==> config.mk <==
export PLATFORM = sky130hd
export DESIGN_NAME = mdu_hilo
export DESIGN_NICKNAME = d
export VERILOG_FILES = /design/src/rtl/cpu_pkg.sv /design/src/rtl/mdu_div_step.sv /design/src/rtl/mdu_hilo.sv
export SDC_FILE = /design/constraint.sdc
export NUM_CORES = 1
export LEC_CHECK = 0
export BUFFER_PORTS_ARGS = -buffer_cell sky130_fd_sc_hd__buf_2
export CAP_MARGIN = 10
export CELL_PAD_IN_SITES_DETAIL_PLACEMENT = 1
export CELL_PAD_IN_SITES_GLOBAL_PLACEMENT = 2
export CORE_ASPECT_RATIO = 0.9
export CORE_MARGIN = 3
export CORE_UTILIZATION = 30
export CTS_BUF_LIST = sky130_fd_sc_hd__clkbuf_4 sky130_fd_sc_hd__clkbuf_8
export CTS_CLUSTER_DIAMETER = 200
export DETAILED_ROUTE_END_ITERATION = 8
export GPL_TIMING_DRIVEN = 0
export PLACE_DENSITY_LB_ADDON = 0.05
export SYNTH_ARGS = -nofsm -noshare
export SYNTH_HDL_FRONTEND = slang
export SYNTH_HIERARCHICAL = 1
export SYNTH_SLANG_ARGS = --single-unit
export TNS_END_PERCENT = 1
==> constraint.sdc <==
create_clock -name clk -period 7.1 [get_ports clk]
set_clock_uncertainty 0.15 [all_clocks]
set_input_delay 1.42 -clock clk [delete_from_list [all_inputs] [get_ports clk]]
set_output_delay 1.42 -clock clk [all_outputs]
set_load 0.01 [all_outputs]
==> src/rtl/cpu_pkg.sv <==
// cpu_pkg: shared encodings, FSM states and helpers for the multiply/divide unit.
package cpu_pkg;

   localparam int MDU_ITERS = 32;

   localparam logic [1:0] MDU_MULT  = 2'b00;
   localparam logic [1:0] MDU_MULTU = 2'b01;
   localparam logic [1:0] MDU_DIV   = 2'b10;
   localparam logic [1:0] MDU_DIVU  = 2'b11;

   typedef enum logic [2:0] {
      ST_IDLE = 3'd0,
      ST_MUL  = 3'd1,
      ST_DIV  = 3'd2,
      ST_FIX  = 3'd3,
      ST_DONE = 3'd4
   } mdu_state_e;

   // Signed operands are reduced to their magnitude; unsigned ones pass through.
   function automatic logic [31:0] mdu_abs(input logic [31:0] v, input logic is_signed);
      if (is_signed && v[31]) begin
         mdu_abs = 32'd0 - v;
      end else begin
         mdu_abs = v;
      end
   endfunction

endpackage

==> src/rtl/mdu_div_step.sv <==
// mdu_div_step: one combinational restoring-division step producing a quotient bit.
module mdu_div_step #(
   parameter int WIDTH = 32
) (
   input  logic [WIDTH:0]   rem_in,
   input  logic [WIDTH-1:0] divisor,
   output logic [WIDTH-1:0] rem_out,
   output logic             q_bit
);

   logic [WIDTH:0] diff;

   // Subtract when the shifted remainder covers the divisor, otherwise restore.
   always_comb begin
      diff  = rem_in - {1'b0, divisor};
      q_bit = (rem_in >= {1'b0, divisor});
      if (q_bit) begin
         rem_out = diff[WIDTH-1:0];
      end else begin
         rem_out = rem_in[WIDTH-1:0];
      end
   end

endmodule

==> src/rtl/mdu_hilo.sv <==
// mdu_hilo: iterative MULT/MULTU/DIV/DIVU unit holding the HI/LO register pair.
// Define MDU_DIV_EN to build the divider; otherwise DIV/DIVU complete as no-ops.
module mdu_hilo
   import cpu_pkg::*;
#(
   parameter int WIDTH = 32
) (
   input  logic             clk,
   input  logic             reset,
   input  logic             start,
   input  logic [1:0]       op,
   input  logic [WIDTH-1:0] A,
   input  logic [WIDTH-1:0] B,
   input  logic             hi_we,
   input  logic             lo_we,
   input  logic [WIDTH-1:0] wdata,
   output logic             busy,
   output logic             done,
   output logic [WIDTH-1:0] HI,
   output logic [WIDTH-1:0] LO
);

   localparam logic [5:0] LAST_ITER = 6'(MDU_ITERS - 1);

   mdu_state_e         state, next_state, start_target;
   logic               accept, is_signed;
   logic [1:0]         op_r;
   logic [WIDTH-1:0]   opnd, shft;
   logic [2*WIDTH-1:0] acc;
   logic [5:0]         count;
   logic               neg_res, neg_rem, div_zero;
   logic [WIDTH:0]     mul_sum;
   logic [WIDTH-1:0]   fix_hi, fix_lo;

`ifdef MDU_DIV_EN
   logic [WIDTH-1:0]   rem_next;
   logic               q_bit;

   // Remainder lives in acc upper half; dividend bits shift out of shft MSB first.
   mdu_div_step #(.WIDTH(WIDTH)) u_div_step (
      .rem_in  ({acc[2*WIDTH-1:WIDTH], shft[WIDTH-1]}),
      .divisor (opnd),
      .rem_out (rem_next),
      .q_bit   (q_bit)
   );
`endif

   assign accept    = start && ((state == ST_IDLE) || (state == ST_DONE));
   assign is_signed = (op == MDU_MULT) || (op == MDU_DIV);
   assign mul_sum   = {1'b0, acc[2*WIDTH-1:WIDTH]} +
                      (shft[0] ? {1'b0, opnd} : {(WIDTH+1){1'b0}});

   // Pick the first working state for a newly accepted operation.
   always_comb begin
      if (op[1]) begin
`ifdef MDU_DIV_EN
         start_target = ST_DIV;
`else
         start_target = ST_DONE;
`endif
      end else begin
         start_target = ST_MUL;
      end
   end

   // Next-state logic.
   always_comb begin
      next_state = state;
      case (state)
         ST_IDLE: begin
            if (start) next_state = start_target;
            else       next_state = ST_IDLE;
         end
         ST_MUL: begin
            if (count == LAST_ITER) next_state = ST_FIX;
            else                    next_state = ST_MUL;
         end
`ifdef MDU_DIV_EN
         ST_DIV: begin
            if (count == LAST_ITER) next_state = ST_FIX;
            else                    next_state = ST_DIV;
         end
`endif
         ST_FIX:  next_state = ST_DONE;
         ST_DONE: begin
            if (start) next_state = start_target;
            else       next_state = ST_IDLE;
         end
         default: next_state = ST_IDLE;
      endcase
   end

   // State register.
   always_ff @(posedge clk) begin
      if (!reset) state <= ST_IDLE;
      else        state <= next_state;
   end

   // Sign correction and result packing applied in FIX.
   always_comb begin
      fix_hi = acc[2*WIDTH-1:WIDTH];
      fix_lo = acc[WIDTH-1:0];
      case (op_r)
         MDU_MULT: begin
            if (neg_res) {fix_hi, fix_lo} = {(2*WIDTH){1'b0}} - acc;
            else         {fix_hi, fix_lo} = acc;
         end
         MDU_MULTU: {fix_hi, fix_lo} = acc;
         MDU_DIV, MDU_DIVU: begin
            if (neg_res) fix_lo = {WIDTH{1'b0}} - shft;
            else         fix_lo = shft;
            if (neg_rem) fix_hi = {WIDTH{1'b0}} - acc[2*WIDTH-1:WIDTH];
            else         fix_hi = acc[2*WIDTH-1:WIDTH];
            // Divide by zero leaves the dividend as remainder; only LO needs forcing.
            if (div_zero) fix_lo = {WIDTH{1'b1}};
            else          fix_lo = fix_lo;
         end
         default: {fix_hi, fix_lo} = acc;
      endcase
   end

   // Datapath, HI/LO and registered status outputs.
   always_ff @(posedge clk) begin
      if (!reset) begin
         op_r     <= 2'b00;
         opnd     <= {WIDTH{1'b0}};
         shft     <= {WIDTH{1'b0}};
         acc      <= {(2*WIDTH){1'b0}};
         count    <= 6'd0;
         neg_res  <= 1'b0;
         neg_rem  <= 1'b0;
         div_zero <= 1'b0;
         HI       <= {WIDTH{1'b0}};
         LO       <= {WIDTH{1'b0}};
         busy     <= 1'b0;
         done     <= 1'b0;
      end else begin
         if (accept) begin
            op_r     <= op;
            opnd     <= op[1] ? mdu_abs(B, is_signed) : mdu_abs(A, is_signed);
            shft     <= op[1] ? mdu_abs(A, is_signed) : mdu_abs(B, is_signed);
            acc      <= {(2*WIDTH){1'b0}};
            count    <= 6'd0;
            neg_res  <= is_signed && (A[WIDTH-1] ^ B[WIDTH-1]);
            neg_rem  <= is_signed && A[WIDTH-1];
            div_zero <= (B == {WIDTH{1'b0}});
         end else if (state == ST_MUL) begin
            acc   <= {mul_sum, acc[WIDTH-1:1]};
            shft  <= shft >> 1;
            count <= count + 6'd1;
         end
`ifdef MDU_DIV_EN
         else if (state == ST_DIV) begin
            acc[2*WIDTH-1:WIDTH] <= rem_next;
            shft  <= {shft[WIDTH-2:0], q_bit};
            count <= count + 6'd1;
         end
`endif

         if (state == ST_FIX) begin
            HI <= fix_hi;
            LO <= fix_lo;
         end else if (!busy) begin
            if (hi_we) HI <= wdata;
            if (lo_we) LO <= wdata;
         end

         busy <= (next_state == ST_MUL) || (next_state == ST_DIV) || (next_state == ST_FIX);
         done <= (next_state == ST_DONE);
      end
   end

endmodule
### Word-level counts from Yosys, hierarchy flattened

Cells that the tools add are included.

| word-level totals | value |
|---|---|
| word-level logic and storage cells | 79 |
| bits of input ports | 103 |
| bits in registers | 208 |
| output and inout bits | 66 |

| cells by class | value |
|---|---|
| bitwise logic cells | 2 |
| reduce and logical (&&, ||, !) cells | 20 |
| add/subtract/negate cells | 7 |
| equality and inequality tests | 13 |
| multiplexer cells | 24 |

Operators with widths:

| kind | number |
|---|---|
| 2-to-1 mux 32 bit | 18 |
| case mux 32 bit (3 select lines) | 2 |
| subtractor 1 x 32 -> 32 bit (first input constant) | 4 |
| subtractor 1 x 64 -> 64 bit (first input constant) | 1 |
| adder 32 x 32 -> 33 bit | 1 |
| zero test 32 bit | 1 |
| == test 3 x 2 -> 1 bit (second input constant) | 3 |
| case mux 3 bit (3 select lines) | 1 |
| adder 6 x 1 -> 6 bit (second input constant) | 1 |
| == test 2 bit (second input constant) | 3 |
| == test 3 x 1 -> 1 bit (second input constant) | 2 |
| == test 3 bit (second input constant) | 2 |
| == test 6 x 5 -> 1 bit (second input constant) | 1 |
| 2-to-1 mux 3 bit | 2 |
| nonzero test 2 bit | 3 |
| OR reduction 2 bit | 3 |
| logical AND 1 bit | 4 |
| zero test 2 bit | 2 |
| logical OR 1 bit | 4 |
| AND reduction 2 bit | 2 |
| zero test 3 bit | 1 |
| == test 2 x 1 -> 1 bit (second input constant) | 1 |
| 2-to-1 mux 2 bit | 1 |
| != test 2 x 1 -> 1 bit (second input constant) | 1 |
| other kinds (2) | 2 |

### Longest topological paths before layout

Gate-level depths: netlist of the first run.

| logic depth | value |
|---|---|
| depth in word-level cells | 6 |
| gate-level depth with buffers | 13 |
| depth with buffers taken out | 11 |

### Worst setup path after synthesis of the first run

OpenSTA, ideal clock, no wires.

| timing | value |
|---|---|
| path type | input to register |
| from | input port A[14] |
| to | register shft[28] |
| data arrival time | 3.586 ns |
| required time | 6.880 ns |
| setup time | 0.070 ns |
| stages on the path | 7 |
| buffers on the path | 0 |
| setup slack | 3.294 ns |
| cells stage by stage | or4_4 or4_4 or4_4 o41ai_4 xnor2_1 o211ai_2 a21boi_1 |

| between the ends | value |
|---|---|
| cells in the longest elaborated chain, start to end | 4 |

Ends and longest elaborated chain:

| item | line | text |
|---|---|---|
| from (decl) | mdu_hilo.sv:12 | `input logic [WIDTH-1:0] A,` |
| subtractor 1 x 32 -> 32 bit | cpu_pkg.sv:22 | `mdu_abs = 32'd0 - v;` |
| 2-to-1 mux 32 bit | cpu_pkg.sv:21 | `if (is_signed && v[31]) begin` |
| 2-to-1 mux 32 bit | mdu_hilo.sv:141 | `shft <= op[1] ? mdu_abs(A, is_signed) : mdu_abs(B, is_signed);` |
| 2-to-1 mux 32 bit | mdu_hilo.sv:138 | `if (accept) begin` |
| to (signal assigned) | mdu_hilo.sv:127 | `shft <= {WIDTH{1'b0}};` |
| to (signal assigned) | mdu_hilo.sv:141 |  |
| to (signal assigned) | mdu_hilo.sv:149 | `shft <= shft >> 1;` |
| to (decl) | mdu_hilo.sv:28 | `logic [WIDTH-1:0] opnd, shft;` |

Every way passes these cells.
A chain may end at the register's enable or synchronous reset.

### Worst setup path after layout of the first run

| timing | value |
|---|---|
| from | register shft[0] |
| to | register acc[59] |

| between the ends | value |
|---|---|
| cells in the longest elaborated chain, start to end | 2 |

Ends and longest elaborated chain:

| item | line | text |
|---|---|---|
| 2-to-1 mux 32 bit | mdu_hilo.sv:51 | `(shft[0] ? {1'b0, opnd} : {(WIDTH+1){1'b0}});` |
| adder 32 x 32 -> 33 bit | mdu_hilo.sv:50 | `assign mul_sum = {1'b0, acc[2*WIDTH-1:WIDTH]} +` |
| to (signal assigned) | mdu_hilo.sv:128 | `acc <= {(2*WIDTH){1'b0}};` |
| to (signal assigned) | mdu_hilo.sv:142 | `acc <= {(2*WIDTH){1'b0}};` |
| to (signal assigned) | mdu_hilo.sv:148 | `acc <= {mul_sum, acc[WIDTH-1:1]};` |
| to (decl) | mdu_hilo.sv:29 | `logic [2*WIDTH-1:0] acc;` |

Every way passes these cells.

==> results of run 1 <==
[cell type report]
type | instances | area (µm²) | area share
clock buffers | 62 | 784.5 | 0.04620
plain buffers | 129 | 486.7 | 0.02867
flip-flops and latches | 208 | 4164 | 0.2452
clock inverters | 16 | 162.7 | 0.009580
well taps | 616 | 770.7 | 0.04539
multi-input cells | 1562 | 9688 | 0.5706
repair buffers | 167 | 835.8 | 0.04923
inverters | 23 | 86.33 | 0.005085
[report_power, final]
| group | leakage (µW) | internal [µW] | switching [µW] |
|---|---|---|---|
| combinational | 0.00486 | 221 | 435 |
| sequential | 0.00170 | 1230 | 66.6 |
| clock | 0.000499 | 822 | 611 |
[path summary, 6_finish.rpt]
kind | start | end | slack [ns] | cells after the start
max | shft[0]$_SDFFE_PN0P_ | acc[59]$_SDFFE_PP0P_ | 2.82 | 12
min | count[5]$_SDFFE_PP0P_ | state[1]$_SDFF_PN0_ | 0.30 | 1
max reg2reg | shft[0]$_SDFFE_PN0P_ | acc[59]$_SDFFE_PP0P_ | 2.82 | 12
min reg2reg | count[5]$_SDFFE_PP0P_ | state[1]$_SDFF_PN0_ | 0.30 | 1
[kinds of logic (layout without fill, tap and decap cells)]
logic type               Yosys count  after routing  share of synthesized area
AND/OR/NAND/NOR                  760            760                     0.2529
multiplexers                      63             63                    0.04441
flip-flops                       208            208                     0.2887
AO/OA/AOI/OAI                    531            531                     0.2373
buffers and inverters            152            397                    0.03973
adder cells (fa/ha/maj)           39             39                    0.03435
XOR/XNOR                         169            169                     0.1026
[synthesized netlist by cell type (20+ instances only)]
cell type,number,area [µm²]
nor2b_1,24,150.1
nor2_1,110,412.9
nor3_1,52,260.3
mux2i_1,55,550.5
o31ai_1,26,195.2
o21ai_0,115,575.6
nor4_1,21,131.4
clkbuf_1,111,416.7
a21o_1,20,150.1
nand3_1,49,245.2
a21oi_1,175,875.8
o22ai_1,21,131.4
dfxtp_1,208,4164
inv_1,22,82.58
and2_1,65,406.6
ha_1,38,475.5
xor2_1,76,665.6
o221ai_1,26,227.7
nand2_1,327,1227
xnor2_1,93,814.5
and3_1,20,125.1
[stage by stage]
stage	worst slack [ns]	hold slack [ns]	area [µm²]	power, µW	util
6_report	2.816	0.3033	16980	3387	0.3604
5_1_grt	2.582	0.3179	16980	3527	0.3604
4_1_cts	2.855	0.3013	16980	3410	0.3604
3_5_place_dp	2.752	0.2853	16030	1972	0.3403
3_3_place_gp	2.695	0.2803	16030	1964	0.3403
2_1_floorplan	3.294	0.2563	14430	1672	-
[metal layers]
| layer | wire, µm | track usage | part of all wire |
|---|---|---|---|
| met5 | 0 | 0 | 0 |
| met4 | 1621 | 0.06630 | 0.024 |
| met3 | 3149 | 0.03318 | 0.046 |
| met2 | 30720 | 0.4188 | 0.45 |
| met1 | 33310 | 0.3743 | 0.48 |
[flip-flops by register name, indices dropped and copies added (netlist names)]
| signal | cells |
|---|---|
| acc | 64 |
| HI | 32 |
| LO | 32 |
| opnd | 32 |
| shft | 32 |
| count | 6 |
| state | 3 |
| op_r | 2 |
| busy | 1 |
| div_zero | 1 |
| done | 1 |
| neg_rem | 1 |
| neg_res | 1 |
[worst max-delay path, cell delays in order, from the launching register on]
cell      delay [ns]
dfxtp_1         0.30
clkbuf_1        0.31
clkbuf_1        0.34
and2_1          0.24
ha_1            0.20
fa_1            0.40
a21o_1          0.25
a311oi_1        0.36
nor3_1          0.15
o2111a_1        0.34
o21ai_0         0.48
o21ai_0         0.31
a221o_1         0.36
==> impl_metrics.env, run 1 <==
export IMPL_drcViolationCount=0
export IMPL_final_common_cell="nand2_1"
export IMPL_die_w_um=237.1
export IMPL_clock_sink_count=208
export IMPL_hold_buffers=0
export IMPL_post_synth_inst_count=1922
export IMPL_nFillCells=5854
export IMPL_gp_congestion=0.8868
export IMPL_cts_tree="done"
export IMPL_post_cts_buffers=0
export IMPL_area_growth_synth_to_final_pct=17.70
export IMPL_hold_violations=0
export IMPL_synth_cell_type_count=79
export IMPL_cp_arrival_ns=4.62
export IMPL_drt_total_wl_um=68800
export IMPL_endpoint_kind="flip-flop"
export IMPL_synth_seq_cells=208
export IMPL_yosysWarningCount=6
export IMPL_dp_hpwl_um=55990
export IMPL_ir_drop_v=0.00009797
export IMPL_grt_max_degree=12
export IMPL_first_pass_iters=5
export IMPL_wl_per_cell_um=24.72
export IMPL_worst_setup_path_type="flip-flop to flip-flop"
export IMPL_port_buffers=167
export IMPL_drtIter0Drc=941
export IMPL_clk_pin_slew_ns=0.06
export IMPL_holdCritPathClass="flip-flop to flip-flop"
export IMPL_placedCellCount=2705
export IMPL_grt_pass1_wl_um=100600
export IMPL_rsz0062_at_grt="false"
export IMPL_vias=15280
export IMPL_slew_headroom=0.3173
export IMPL_grt_overflow_total=0
export IMPL_slew_viol_final=0
export IMPL_yosysSeqAreaShare=0.2887
export IMPL_syn_area_per_cell_um2=7.505
export IMPL_p_per_area_nw_per_um2=199.5
export IMPL_cts_resized=0
export IMPL_synth_nets=2064
export IMPL_layout_min_cycle_time_ns=4.284
export IMPL_routed_via_density=5.491
export IMPL_setup_violations=0
export IMPL_diodes=0
export IMPL_cp_required_ns=7.44
export IMPL_grt_usage=0.2622
export IMPL_drive_gt1_frac=0.1301
export IMPL_numCtsBuffers=43
export IMPL_grt_pass1_vias=14950
export IMPL_syn_area_um2=14430
export IMPL_cp_start_kind="flip-flop"
export IMPL_crit_fanout=10
export IMPL_antenna_left=0
export IMPL_leakage_uw=0.007060
export IMPL_row_count=75
export IMPL_status="finished clean"
export IMPL_die_h_um=214.0
export IMPL_fin_nets=2276
export IMPL_stdcell_count=2783
export IMPL_ctsLongestPathBuffers=3
export IMPL_grt_antenna_before_repair=1
export IMPL_htreeDepth=2
export IMPL_setup_tns_final_ns=0
export IMPL_max_freq_mhz=233.4
export IMPL_start_util=0.3062
export IMPL_synthArstFlopShare=0
export IMPL_worstSkewPairLatency_ns=0.62
export IMPL_drv_cap=0
export IMPL_synth_edff_count=0
export IMPL_tightest_slew_ns=1.024
export IMPL_core_area_um2=47110
export IMPL_layout_common_cells="nand2_1 (327), dfxtp_1 (208), a21oi_1 (175)"
export IMPL_clockRootBuffer="clkbuf_8"
export IMPL_ioPinCount=169
export IMPL_fin_crit_sh=0.6033
export IMPL_die_area_um2=50750
export IMPL_ys_dominant_reg_cell="dfxtp_1"
Note: power is estimated with default switching activity, not from simulation.
==> inputs of run 2 (changes only) <==
- clock period: 7.1 -> 4.36 ns (I/O delays scaled with it)
==> run 2 against run 1 <==
Global-route usage is the same. Worst setup slack worse by 2.5 ns. Worst hold slack got worse by 0.0015 ns. Register-to-register slack lost 2.5 ns. Final cell count about the same. Die area unchanged. First-iteration DRC count down 0.32%. Maximum frequency is 6.6% higher. Clock power rose by 64%. Non-clock buffer count shrank 1.
==> impl_metrics.env, run 2 (synthesized netlist as in run 1, its figures left out) <==
export IMPL_seqPwrFrac=0.384
export IMPL_core_area_um2=47110
export IMPL_worst_setup_path_type="flip-flop to flip-flop"
export IMPL_htreeDepth=2
export IMPL_dp_hpwl_um=55990
export IMPL_die_w_um=237.1
export IMPL_gp_congestion=0.8868
export IMPL_crit_top_cell="nor3_1"
export IMPL_max_stage_delay_ns=0.62
export IMPL_holdCritPathClass="flip-flop to flip-flop"
export IMPL_regMostFlops="acc"
export IMPL_cts_resized=0
export IMPL_post_cts_buffers=0
export IMPL_clockRootBuffer="clkbuf_8"
export IMPL_slew_headroom=0.3274
export IMPL_crit_fanout=10
export IMPL_grt_usage=0.2622
export IMPL_setup_violations=0
export IMPL_drive_gt1_frac=0.1302
export IMPL_grt_pass1_wl_um=100600
export IMPL_ioPinCount=169
export IMPL_placedCellCount=2705
export IMPL_stdcell_count=2782
export IMPL_layout_common_cells="nand2_1 (327), dfxtp_1 (208), a21oi_1 (175)"
export IMPL_antenna_left=0
export IMPL_drt_total_wl_um=68830
export IMPL_max_freq_mhz=248.8
export IMPL_wl_per_cell_um=24.74
export IMPL_clkPwrFrac=0.424
export IMPL_grt_max_degree=12
export IMPL_port_buffers=167
export IMPL_p_sw_uw=1814
export IMPL_clk_pin_slew_ns=0.06
export IMPL_layout_min_cycle_time_ns=4.019
export IMPL_grt_pass1_vias=14950
export IMPL_grt_antenna_before_repair=1
export IMPL_status="finished clean"
export IMPL_grt_overflow_total=0
export IMPL_drcViolationCount=0
export IMPL_vias=15270
export IMPL_combinationalPowerShare=0.193
export IMPL_switching_share=0.3289
export IMPL_final_common_cell="nand2_1"
export IMPL_slew_viol_final=0
export IMPL_clock_sink_count=208
export IMPL_fin_nets=2275
export IMPL_start_util=0.3062
export IMPL_die_area_um2=50750
export IMPL_ir_drop_v=0.0001593
export IMPL_intPower_uw=3702
export IMPL_routed_via_density=5.489
export IMPL_first_pass_iters=5
export IMPL_rsz0062_at_grt="false"
export IMPL_area_growth_synth_to_final_pct=17.68
export IMPL_largest_reg_flops=64
export IMPL_worstSkewPairLatency_ns=0.62
export IMPL_p_per_area_nw_per_um2=325.0
export IMPL_cp_start_kind="flip-flop"
export IMPL_cp_required_ns=4.69
export IMPL_fin_crit_sh=0.9218
export IMPL_hold_buffers=0
export IMPL_row_count=75
export IMPL_die_h_um=214.0
export IMPL_diodes=0
export IMPL_cts_tree="done"
export IMPL_drtIter0Drc=938
export IMPL_endpoint_kind="flip-flop"
export IMPL_hold_violations=0
export IMPL_setup_tns_final_ns=0
export IMPL_cp_arrival_ns=4.35
export IMPL_cp_slowest_cell="o41ai_1"
export IMPL_tightest_slew_ns=1.009
export IMPL_path_cells="clkbuf_1 -> and2_1 -> ha_1 -> fa_1 -> a21o_1 -> a311oi_1 -> nor3_1 -> o2111a_1 -> o41ai_1 -> nor3_1 -> mux2i_1 -> nand2_1"
export IMPL_ctsLongestPathBuffers=3
export IMPL_drv_cap=0
export IMPL_numCtsBuffers=43
export IMPL_leakage_uw=0.007059
[run 2: cell type report]
type                    count  area, µm²
fillers                  5854      30130
multi-input cells        1562       9688
flip-flops and latches    208       4164
repair buffers            167      835.8
clock buffers              62      784.5
well taps                 616      770.7
plain buffers             128      483.0
clock inverters            16      162.7
inverters                  23      86.33
[run 2: final timing paths]
kind,startpoint,to,slack [ns],depth (start not counted)
worst max-delay path,shft[0]$_SDFFE_PN0P_,acc[61]$_SDFFE_PP0P_,0.34,12
worst min-delay path,count[5]$_SDFFE_PP0P_,state[1]$_SDFF_PN0_,0.30,1
worst max register to register,shft[0]$_SDFFE_PN0P_,acc[61]$_SDFFE_PP0P_,0.34,12
worst min register to register,count[5]$_SDFFE_PP0P_,state[1]$_SDFF_PN0_,0.30,1
[run 2: critical path, delay by kind of cell, from the launching register on]
family	cells	cell delay, ns
compound gates	4	1.57
fa+ha+maj	2	0.60
buf+inv	1	0.32
flops	1	0.47
mux	1	0.19
simple gates	4	0.62
[run 2: per-layer routing]
| layer | GRT usage | share of wire | vias to the layer above |
|---|---|---|---|
| li1 | - | - | 7299 |
| met4 | 0.06630 | 0.023 | 0 |
| met1 | 0.3743 | 0.48 | 7494 |
| met5 | 0 | 0 | - |
| met2 | 0.4188 | 0.45 | 399 |
| met3 | 0.03318 | 0.050 | 79 |
[run 2: power groups by stage]
stage | combinational [µW] | sequential, µW | clock (µW)
global placement | 1050 | 2150 | 0
floorplan | 599 | 2120 | 0
CTS | 1060 | 2110 | 2380
detailed placement | 1060 | 2150 | 0
global route | 1150 | 2130 | 2460
finish | 1060 | 2120 | 2340
[run 2: stage by stage]
stage	hold WS, ns	utilization	instance area [µm²]	setup WS, ns	total power (µW)
global route	0.3179	0.3603	16980	0.1233	5743
global placement	0.2803	0.3403	16030	0.09309	3198
floorplan	0.2563	-	14430	1.073	2723
CTS	0.3013	0.3604	16980	0.1148	5554
detailed placement	0.2853	0.3403	16030	0.1101	3211
finish	0.3018	0.3603	16980	0.3410	5517
